File: config.mk
export PLATFORM = sky130hd
export DESIGN_NAME = mux_rr_arbiter
export DESIGN_NICKNAME = d
export VERILOG_FILES = /design/src/rtl/mux_rr_arbiter.sv
export SDC_FILE = /design/constraint.sdc
export NUM_CORES = 1
export LEC_CHECK = 0
export CORE_UTILIZATION = 45
export DETAILED_ROUTE_END_ITERATION = 8
export PLACE_DENSITY = 0.77
export SYNTH_ARGS = -nofsm -noshare
export SYNTH_HDL_FRONTEND = slang
export SYNTH_SLANG_ARGS = --single-unit
export TNS_END_PERCENT = 10
File: constraint.sdc
create_clock -name clk -period 4.2 [get_ports clk]
set_clock_uncertainty 0.15 [all_clocks]
set_input_delay 1.26 -clock clk [delete_from_list [all_inputs] [get_ports clk]]
set_output_delay 1.26 -clock clk [all_outputs]
set_load 0.02 [all_outputs]
File: src/rtl/mux_rr_arbiter.sv
// Round-robin arbiter sharing one 16:1 bit-select mux among 16 requesters.
// Drives the mux select and a one-hot grant, and registers the selected bit.
module mux_rr_arbiter #(
   parameter int MAX_HOLD = 4
) (
   input  logic        clk,
   input  logic        reset,
   input  logic [15:0] req,
   input  logic [15:0] w,
   output logic [15:0] gnt,
   output logic [3:0]  s,
   output logic        f,
   output logic        valid,
   output logic        busy
);

   localparam int CNT_W = (MAX_HOLD > 1) ? $clog2(MAX_HOLD) : 1;

   typedef enum logic {IDLE, GRANT} state_t;

   state_t             state_q, state_d;
   logic [3:0]         ptr_q, ptr_d;
   logic [CNT_W-1:0]   cnt_q, cnt_d;
   logic [15:0]        gnt_q, gnt_d;
   logic [3:0]         s_q, s_d;
   logic               f_q, f_d;
   logic               valid_q, valid_d;
   logic               busy_q, busy_d;
   logic [3:0]         pick_idx;

   // Scan from the highest offset down so the lowest offset above ptr wins.
   always_comb begin
      pick_idx = ptr_q;
      for (int k = 15; k >= 0; k--) begin
         if (req[ptr_q + 4'(k)]) pick_idx = ptr_q + 4'(k);
      end
   end

   always_comb begin
      state_d = state_q;
      ptr_d   = ptr_q;
      cnt_d   = cnt_q;
      gnt_d   = gnt_q;
      s_d     = s_q;
      f_d     = f_q;
      valid_d = 1'b0;
      busy_d  = busy_q;
      case (state_q)
         IDLE: begin
            gnt_d = 16'h0000;
            if (req != 16'h0000) begin
               gnt_d   = 16'h0001 << pick_idx;
               s_d     = pick_idx;
               busy_d  = 1'b1;
               cnt_d   = '0;
               state_d = GRANT;
            end
         end
         GRANT: begin
            f_d     = w[s_q];
            valid_d = 1'b1;
            // s is left alone on release so the mux keeps its last route.
            if (!req[s_q] || cnt_q == CNT_W'(MAX_HOLD - 1)) begin
               gnt_d   = 16'h0000;
               busy_d  = 1'b0;
               ptr_d   = s_q + 4'd1;
               state_d = IDLE;
            end else begin
               cnt_d = cnt_q + 1'b1;
            end
         end
         default: state_d = IDLE;
      endcase
   end

   always_ff @(posedge clk) begin
      if (reset) begin
         state_q <= IDLE;
         ptr_q   <= 4'd0;
         cnt_q   <= '0;
         gnt_q   <= 16'h0000;
         s_q     <= 4'd0;
         f_q     <= 1'b0;
         valid_q <= 1'b0;
         busy_q  <= 1'b0;
      end else begin
         state_q <= state_d;
         ptr_q   <= ptr_d;
         cnt_q   <= cnt_d;
         gnt_q   <= gnt_d;
         s_q     <= s_d;
         f_q     <= f_d;
         valid_q <= valid_d;
         busy_q  <= busy_d;
      end
   end

   assign gnt   = gnt_q;
   assign s     = s_q;
   assign f     = f_q;
   assign valid = valid_q;
   assign busy  = busy_q;

endmodule

==> reports/qor_table.md, run 1 <==
| Quantity | This run | Unit |
|---|---|---|
| Outcome | finished, final reports clean | - |
| Number of endpoints failing setup at the final stage | 0 | - |
| Clock period minus worst slack | 4140 | ps |
| Clock transition at the register clock pins on the worst setup and hold paths after CTS | 60 | ps |
| Routability-driven placement congestion ratio | 0.9643 | - |
| Pin count of the biggest net entering global routing | 36 | - |
| Crit. End Element | register | - |
| Port bufs | 56 | - |
| Worst path top cell family by delay | compound AO/OA/AOI/OAI gates | - |
| Die X | 96.36 | um |
| Non-Filler Instances | 689 | - |
| Number of synthesized register bits | 30 | - |
| Sequential fraction of the synthesis area | 14.99 | % |
| Worst slack on hold paths | 301.0 | ps |
| Achievable frequency | 241.5 | MHz |
| Critical Path RT | 4270 | ps |
| Most used cell along the critical path | sky130_fd_sc_hd__mux4_2 | - |
| Number of distinct library cells after synthesis | 76 | - |
| Synthesized instance count | 438 | - |
| Total routed wirelength | 13780 | um |
| Number of levels the H-tree was split into | 2 | - |
| Crit path kind | in2reg | - |
| Post-Syn Nets | 481 | - |
| Launch instance of the worst register-to-register path | ptr_q[1] | - |
| Leading register cell type out of synthesis | sky130_fd_sc_hd__dfxtp_1 | - |
| Final Hold Viols | 0 | - |
| Total clock sinks | 30 | - |
| Initial detailed-routing violation count | 307 | - |
| Total of hold buffers inserted after clock tree synthesis | 0 | - |
| Clock insertion delay at the later pin of the skew report | 280 | ps |
| Portion of the clock cycle consumed by the worst path in the final layout | 98.57 | % |
| RR Endpoint | gnt[13] | - |
| Post-synthesis to final-layout area growth | 36.60 | % |
| Cell Pwr Density | 787.5 | mW/mm^2 |
| Worst-case reg-to-reg path depth | 13 | - |
| Number of synthesized flops with an enable pin | 0 | - |
| Critical path depth in cells | 12 | - |
| Startpoint kind of the worst setup timing path | input port | - |
| Vias | 4418 | - |
| Crit path max fanout | 7 | - |
| Antenna diodes | 0 | - |
| Deepest clock path buffer count | 2 | - |
| Average size of a mapped cell | 9.147 | um^2 |
| Leakage component of the power | 2.119 | nW |
| Vertical extent of the die | 96.36 | um |
| Design Power | 4.310 | mW |
| Routed via count divided by cell count | 6.412 | - |
| Arr. time, crit path | 4210 | ps |
| Peak VDD IR | 639.1 | uV |
| Timing endpoint of the critical path | gnt[13] | - |
| Number of warnings issued by yosys | 0 | - |
| Floorplan Core Area | 0.008678 | mm^2 |
| Area of the die | 0.009284 | mm^2 |
| First-pass detailed-route iteration total | 7 | - |
| Total clock buffers created by CTS | 5 | - |
| Largest stage delay, worst path | 530 | ps |
| Reg2Reg Setup Slack | 250 | ps |
| Max transition margin | 36.33 | % |
| Number of ports placed on the die boundary | 57 | - |
| Cell area after synthesis | 0.004006 | mm^2 |
| GRT Overall Usage | 30.98 | % |
| Fraction of final layout cells sized beyond drive strength 1 | 40.62 | % |
| Vias in the first global route | 4401 | - |
| Placement Rows | 34 | - |
| Worst hold path class | reg2reg | - |
| Worst path buffer plus inverter count | 2 | - |
| Share of synthesized flip-flops with an asynchronous set or reset | 0 | % |
| Worst-margin pin slew | 951.6 | ps |
| Post-detailed-route count of antenna-violating nets | 0 | - |
| CTS tree | done | - |
| Cell count after placement | 675 | - |
| Leftover overflow at the end of global routing | 0 | - |
| Number of fill cells | 769 | - |
| Worst setup path start | req[5] | - |
| Post-detailed-route wirelength per cell | 20.00 | um |
| # DRC | 0 | - |
| CP Cell Sequence | buf_2, buf_4, mux4_2, mux4_2, nand2_1, o21ai_1, a31o_1, o211ai_2, a31oi_2, a211oi_4, or3b_4, o21ai_2 | - |
| Max Transition Viols Final | 0 | - |
| Post-DP HPWL | 10470 | um |
| Cell with the largest stage delay on the worst path | sky130_fd_sc_hd__mux4_2 | - |
| Number of nets in the layout | 623 | - |
| Antenna violations before repair | 0 | - |
| Initial core utilization | 46.16 | % |
| Global-route wire length before repair | 21980 | um |
| Count of maximum capacitance violations | 0 | - |
| Slack of the critical path | 60.03 | ps |
| RSZ-0062 raised after global routing | false | - |
| Cell at the root of the clock tree | sky130_fd_sc_hd__clkbuf_8 | - |
| Worst-case setup slack after placement | -687.4 | ps |
| Final design utilization | 63.06 | % |
==> Yosys cell counts, types with 9 or more instances <==
| library cell | n | area, um^2 |
|---|---|---|
| sky130_fd_sc_hd__ha_1 | 9 | 112.6 |
| sky130_fd_sc_hd__nor2_1 | 39 | 146.4 |
| sky130_fd_sc_hd__nand2_1 | 36 | 135.1 |
| sky130_fd_sc_hd__nor3_1 | 18 | 90.09 |
| sky130_fd_sc_hd__o21ai_0 | 15 | 75.07 |
| sky130_fd_sc_hd__a211oi_1 | 11 | 82.58 |
| sky130_fd_sc_hd__mux2i_1 | 29 | 290.3 |
| sky130_fd_sc_hd__o221ai_1 | 9 | 78.83 |
| sky130_fd_sc_hd__mux4_2 | 31 | 698.2 |
| sky130_fd_sc_hd__clkbuf_1 | 10 | 37.54 |
| sky130_fd_sc_hd__a21oi_1 | 22 | 110.1 |
| sky130_fd_sc_hd__mux2_2 | 27 | 304.0 |
| sky130_fd_sc_hd__dfxtp_1 | 30 | 600.6 |
==> per-layer routing <==
| layer | up-vias | wire, um | global-route usage [%] |
|---|---|---|---|
| met4 | 0 | 484 | 12.87 |
| met2 | 239 | 6853 | 52.96 |
| met3 | 43 | 956 | 4.028 |
| met1 | 2133 | 5485 | 39.24 |
| li1 | 2003 | - | - |
| met5 | - | 0 | 0 |
==> timing repair <==
action / 4_1_cts / 5_1_grt
endpoints found under the setup margin: 20 / 17
pin swaps: 2 / 10
resized for setup: 50 / 49
buffers inserted: 3 / 3
==> worst min-delay path by stage <==
stage              from  depth (start not counted)       end
2_1_floorplan  cnt_q[0]                          2  cnt_q[0]
3_3_place_gp    gnt[12]                          2   gnt[12]
3_5_place_dp     gnt[4]                          2    gnt[4]
4_1_cts          gnt[9]                          2    gnt[9]
5_1_grt         gnt[14]                          2   gnt[14]
6_report         gnt[9]                          2    gnt[9]
==> registers in the layout (all words and copies together), names as in the netlist <==
name and cells:
busy 1, cnt_q 2, f 1, gnt 16, ptr_q 4, s 4, state_q 1, valid 1
==> cell usage in the layout, fill, tap and decap left out, types with 7 or more instances in the layout <==
master	Yosys	layout
sky130_fd_sc_hd__buf_4	6	107
sky130_fd_sc_hd__clkdlybuf4s50_1	0	40
sky130_fd_sc_hd__nor2_1	39	37
sky130_fd_sc_hd__nand2_1	36	36
sky130_fd_sc_hd__mux4_2	31	33
sky130_fd_sc_hd__dfxtp_1	30	30
sky130_fd_sc_hd__mux2i_1	29	28
sky130_fd_sc_hd__mux2_2	27	24
sky130_fd_sc_hd__a21oi_1	22	20
sky130_fd_sc_hd__nor3_1	18	16
sky130_fd_sc_hd__o21ai_0	15	12
sky130_fd_sc_hd__a211oi_1	11	11
sky130_fd_sc_hd__o21ai_1	8	10
sky130_fd_sc_hd__o221ai_1	9	9
sky130_fd_sc_hd__buf_2	7	9
sky130_fd_sc_hd__inv_1	8	8
sky130_fd_sc_hd__ha_1	9	8
sky130_fd_sc_hd__nand3_1	8	7
sky130_fd_sc_hd__clkbuf_2	0	7
==> power by group <==
part           internal (mW)  switching, mW
clock network          0.132          0.106
logic                   1.78           1.86
registers              0.343         0.0856
total                   2.25           2.06
==> metrics by stage <==
| step | instance area, um^2 | setup TNS [ps] |
|---|---|---|
| floorplan | 4014 | 0 |
| finish | 5473 | 0 |
| global route | 5473 | 0 |
| CTS | 5449 | 0 |
| global placement | 5294 | -11030 |
| detailed placement | 5294 | -11870 |
==> layout make-up <==
type                       count  area [um^2]  area share [%]
multi-input combinational    370         3317           60.61
timing repair buffer         164         1295           23.66
clock buffer                   7        86.33           1.578
clock inverter                 1        5.005         0.09145
sequential                    30        600.6           10.97
tap                          108        135.1           2.469
inverter                       9        33.78          0.6173
==> tightest hold or removal path: stages, from the launching register on <==
cell	delay, ps
sky130_fd_sc_hd__dfxtp_1	310
sky130_fd_sc_hd__nand2_1	50
sky130_fd_sc_hd__o21ai_1	50
==> logic make-up (layout without fill, tap and decap cells) <==
kind of cell | Yosys count | in the layout | synth area share, %
AO/OA/AOI/OAI | 119 | 119 | 21.39
XOR/XNOR | 12 | 12 | 3.748
adder cells (fa/ha/maj) | 9 | 9 | 2.811
buffers and inverters | 38 | 181 | 5.184
flip-flops | 30 | 30 | 14.99
multiplexers | 93 | 93 | 35.26
AND/OR/NAND/NOR | 137 | 137 | 16.61
Note: power is estimated with default switching activity, not from simulation.
==> run 2: changes to the inputs <==
Settings changed: CTS_BUF_LIST set to sky130_fd_sc_hd__clkbuf_2 sky130_fd_sc_hd__clkbuf_4 sky130_fd_sc_hd__clkbuf_8.
==> reports/qor_table.md, run 2 (synthesis results as in run 1) <==
| Quantity | This run | Unit | vs previous |
|---|---|---|---|
| Outcome | finished, final reports clean | - | unchanged |
| Startpoint kind of the worst setup timing path | input port | - | unchanged |
| Die X | 96.36 | um | unchanged |
| # DRC | 0 | - | unchanged |
| Clock transition at the register clock pins on the worst setup and hold paths after CTS | 60 | ps | about the same |
| Pin count of the biggest net entering global routing | 36 | - | unchanged |
| Antenna diodes | 0 | - | unchanged |
| Routed via count divided by cell count | 6.435 | - | was 6.412 |
| Total clock buffers created by CTS | 5 | - | unchanged |
| CP Cell Sequence | buf_2, buf_4, mux4_2, mux4_2, nand2_1, o21ai_1, a31o_1, o211ai_2, a31oi_2, a211oi_4, or3b_4, o21ai_2 | - | unchanged |
| Crit path kind | in2reg | - | unchanged |
| Vias in the first global route | 4424 | - | was 4401 |
| Arr. time, crit path | 4210 | ps | about the same |
| Achievable frequency | 241.2 | MHz | was 241.5 MHz |
| Largest stage delay, worst path | 530 | ps | about the same |
| Global-route wire length before repair | 21940 | um | was 21980 um |
| Crit. End Element | register | - | unchanged |
| Worst slack on hold paths | 298.5 | ps | was 301.0 ps |
| Critical Path RT | 4270 | ps | about the same |
| Non-Filler Instances | 689 | - | unchanged |
| RSZ-0062 raised after global routing | true | - | was false |
| Comb power frac | 84.4 | % | was 84.5% |
| Post-detailed-route wirelength per cell | 20.11 | um | was 20.00 um |
| Leftover overflow at the end of global routing | 0 | - | unchanged |
| Switching power total | 2.055 | mW | about the same |
| Area of the die | 0.009284 | mm^2 | unchanged |
| Count of maximum capacitance violations | 0 | - | unchanged |
| First-pass detailed-route iteration total | 5 | - | was 7 |
| Initial detailed-routing violation count | 401 | - | was 307 |
| Post-synthesis to final-layout area growth | 36.76 | % | was 36.60% |
| Number of endpoints failing setup at the final stage | 0 | - | unchanged |
| Power share of the sequential group | 10.0 | % | was 9.9% |
| CTS tree | done | - | unchanged |
| Total clock sinks | 30 | - | unchanged |
| Number of ports placed on the die boundary | 57 | - | unchanged |
| Cell count after placement | 675 | - | unchanged |
| Final Hold Viols | 0 | - | unchanged |
| Final design utilization | 63.13 | % | was 63.06% |
| GRT Overall Usage | 30.91 | % | was 30.98% |
| Deepest clock path buffer count | 2 | - | unchanged |
| Number of nets in the layout | 623 | - | unchanged |
| Max reg flops | 16 | - | unchanged |
| Vertical extent of the die | 96.36 | um | unchanged |
| Leakage component of the power | 2.129 | nW | was 2.119 nW |
| Port bufs | 56 | - | unchanged |
| Portion of the clock cycle consumed by the worst path in the final layout | 98.72 | % | was 98.57% |
| Cell at the root of the clock tree | sky130_fd_sc_hd__clkbuf_8 | - | unchanged |
| Worst hold path class | reg2reg | - | unchanged |
| Antenna violations before repair | 0 | - | unchanged |
| Total routed wirelength | 13850 | um | was 13780 um |
| Floorplan Core Area | 0.008678 | mm^2 | unchanged |
| Total of hold buffers inserted after clock tree synthesis | 0 | - | unchanged |
| Routability-driven placement congestion ratio | 0.9643 | - | unchanged |
| Reg2Reg Setup Slack | 260 | ps | was 250 ps |
| Worst-case setup slack after placement | -687.4 | ps | unchanged |
| Commonest non-fill, non-tap cell in the layout | sky130_fd_sc_hd__buf_4 | - | unchanged |
| Cell Pwr Density | 787.4 | mW/mm^2 | was 787.5 mW/mm^2 |
| Most used cell along the critical path | sky130_fd_sc_hd__mux4_2 | - | unchanged |
| Fraction of final layout cells sized beyond drive strength 1 | 40.62 | % | unchanged |
| Number of levels the H-tree was split into | 2 | - | unchanged |
| Peak VDD IR | 640.8 | uV | was 639.1 uV |
| Internal Power | 2.258 | mW | was 2.254 mW |
| Vias | 4434 | - | was 4418 |
| Slack of the critical path | 53.86 | ps | was 60.03 ps |
| Net switching share of the total power | 47.65 | % | was 47.69% |
| Clock insertion delay at the later pin of the skew report | 280 | ps | about the same |
| Top library cells by usage in the layout, fill and taps aside | sky130_fd_sc_hd__buf_4, sky130_fd_sc_hd__clkdlybuf4s50_1, sky130_fd_sc_hd__nor2_1, sky130_fd_sc_hd__nand2_1, sky130_fd_sc_hd__mux4_2 | - | unchanged |
| Clock period minus worst slack | 4146 | ps | was 4140 ps |
| Placement Rows | 34 | - | unchanged |
| Initial core utilization | 46.16 | % | unchanged |
| Crit path max fanout | 7 | - | unchanged |
| Worst-margin pin slew | 966.0 | ps | was 951.6 ps |
| Max Transition Viols Final | 0 | - | unchanged |
| Cell with the largest stage delay on the worst path | sky130_fd_sc_hd__mux4_2 | - | unchanged |
| Clk pwr share | 5.7 | % | was 5.5% |
| Max transition margin | 35.36 | % | was 36.33% |
| Post-DP HPWL | 10470 | um | unchanged |
| Post-detailed-route count of antenna-violating nets | 0 | - | unchanged |
## run 2: cell types whose count changed in the layout (fill, tap and decap cells not counted)
cell	previous run	this run
sky130_fd_sc_hd__buf_2	9	5
sky130_fd_sc_hd__clkbuf_1	1	0
sky130_fd_sc_hd__clkbuf_2	7	10
sky130_fd_sc_hd__clkbuf_4	0	1
sky130_fd_sc_hd__clkdlybuf4s15_2	0	1
sky130_fd_sc_hd__mux2i_1	28	29
sky130_fd_sc_hd__mux2i_2	1	0
## run 2: path summary, 6_finish.rpt
kind	start	endpoint	cells past startpoint
max	req[5]	gnt[13]	12
min reg2reg	gnt[9]	gnt[9]	2
max reg2reg	ptr_q[1]	gnt[13]	13
min	gnt[9]	gnt[9]	2
## run 2: metal layers
layer / vias up / wire [um] / global-route usage (%)
li1: 2007 / - / -
met1: 2154 / 5534 / 38.60
met2: 226 / 6855 / 52.96
met3: 47 / 948 / 4.423
met4: 0 / 515 / 13.36
met5: - / 0 / 0
## run 2: per-stage QoR
stage / area, um^2 / power, mW / TNS (ps)
floorplan: 4014 / 2.500 / 0
global placement: 5294 / 3.666 / -11030
detailed placement: 5294 / 3.729 / -11870
CTS: 5439 / 4.099 / 0
global route: 5479 / 4.569 / -45.74
finish: 5479 / 4.314 / 0
## run 2: power by group through the flow
stage          Sequential (mW)  Combinational [mW]  Clock [mW]
6_report                 0.429                3.64       0.245
5_1_grt                  0.438                3.87       0.258
4_1_cts                  0.427                3.42       0.248
3_5_place_dp             0.432                3.30           0
3_3_place_gp             0.429                3.24           0
2_1_floorplan            0.440                2.06           0
## run 2: final cells by class
| class | count | area (um^2) |
|---|---|---|
| clock buffer | 7 | 90.09 |
| clock inverter | 1 | 5.005 |
| fill | 762 | 3199 |
| inverter | 9 | 33.78 |
| multi-input combinational | 370 | 3313 |
| sequential | 30 | 600.6 |
| tap | 108 | 135.1 |
| timing repair buffer | 164 | 1301 |
## run 2: repair_timing
action	CTS	global route
buffers inserted	3	3
gates resized for setup	43	48
endpoints found under the hold margin	0	0
endpoints found under the setup margin	20	18
pin swaps	2	10
## run 2: worst max-delay path: cells and delay by family
| family | cells | cell delay (ps) |
|---|---|---|
| and+or+nand+nor | 2 | 570 |
| AOI/OAI and AO/OA | 6 | 1060 |
| muxes | 2 | 1020 |
| buffers and inverters | 2 | 300 |
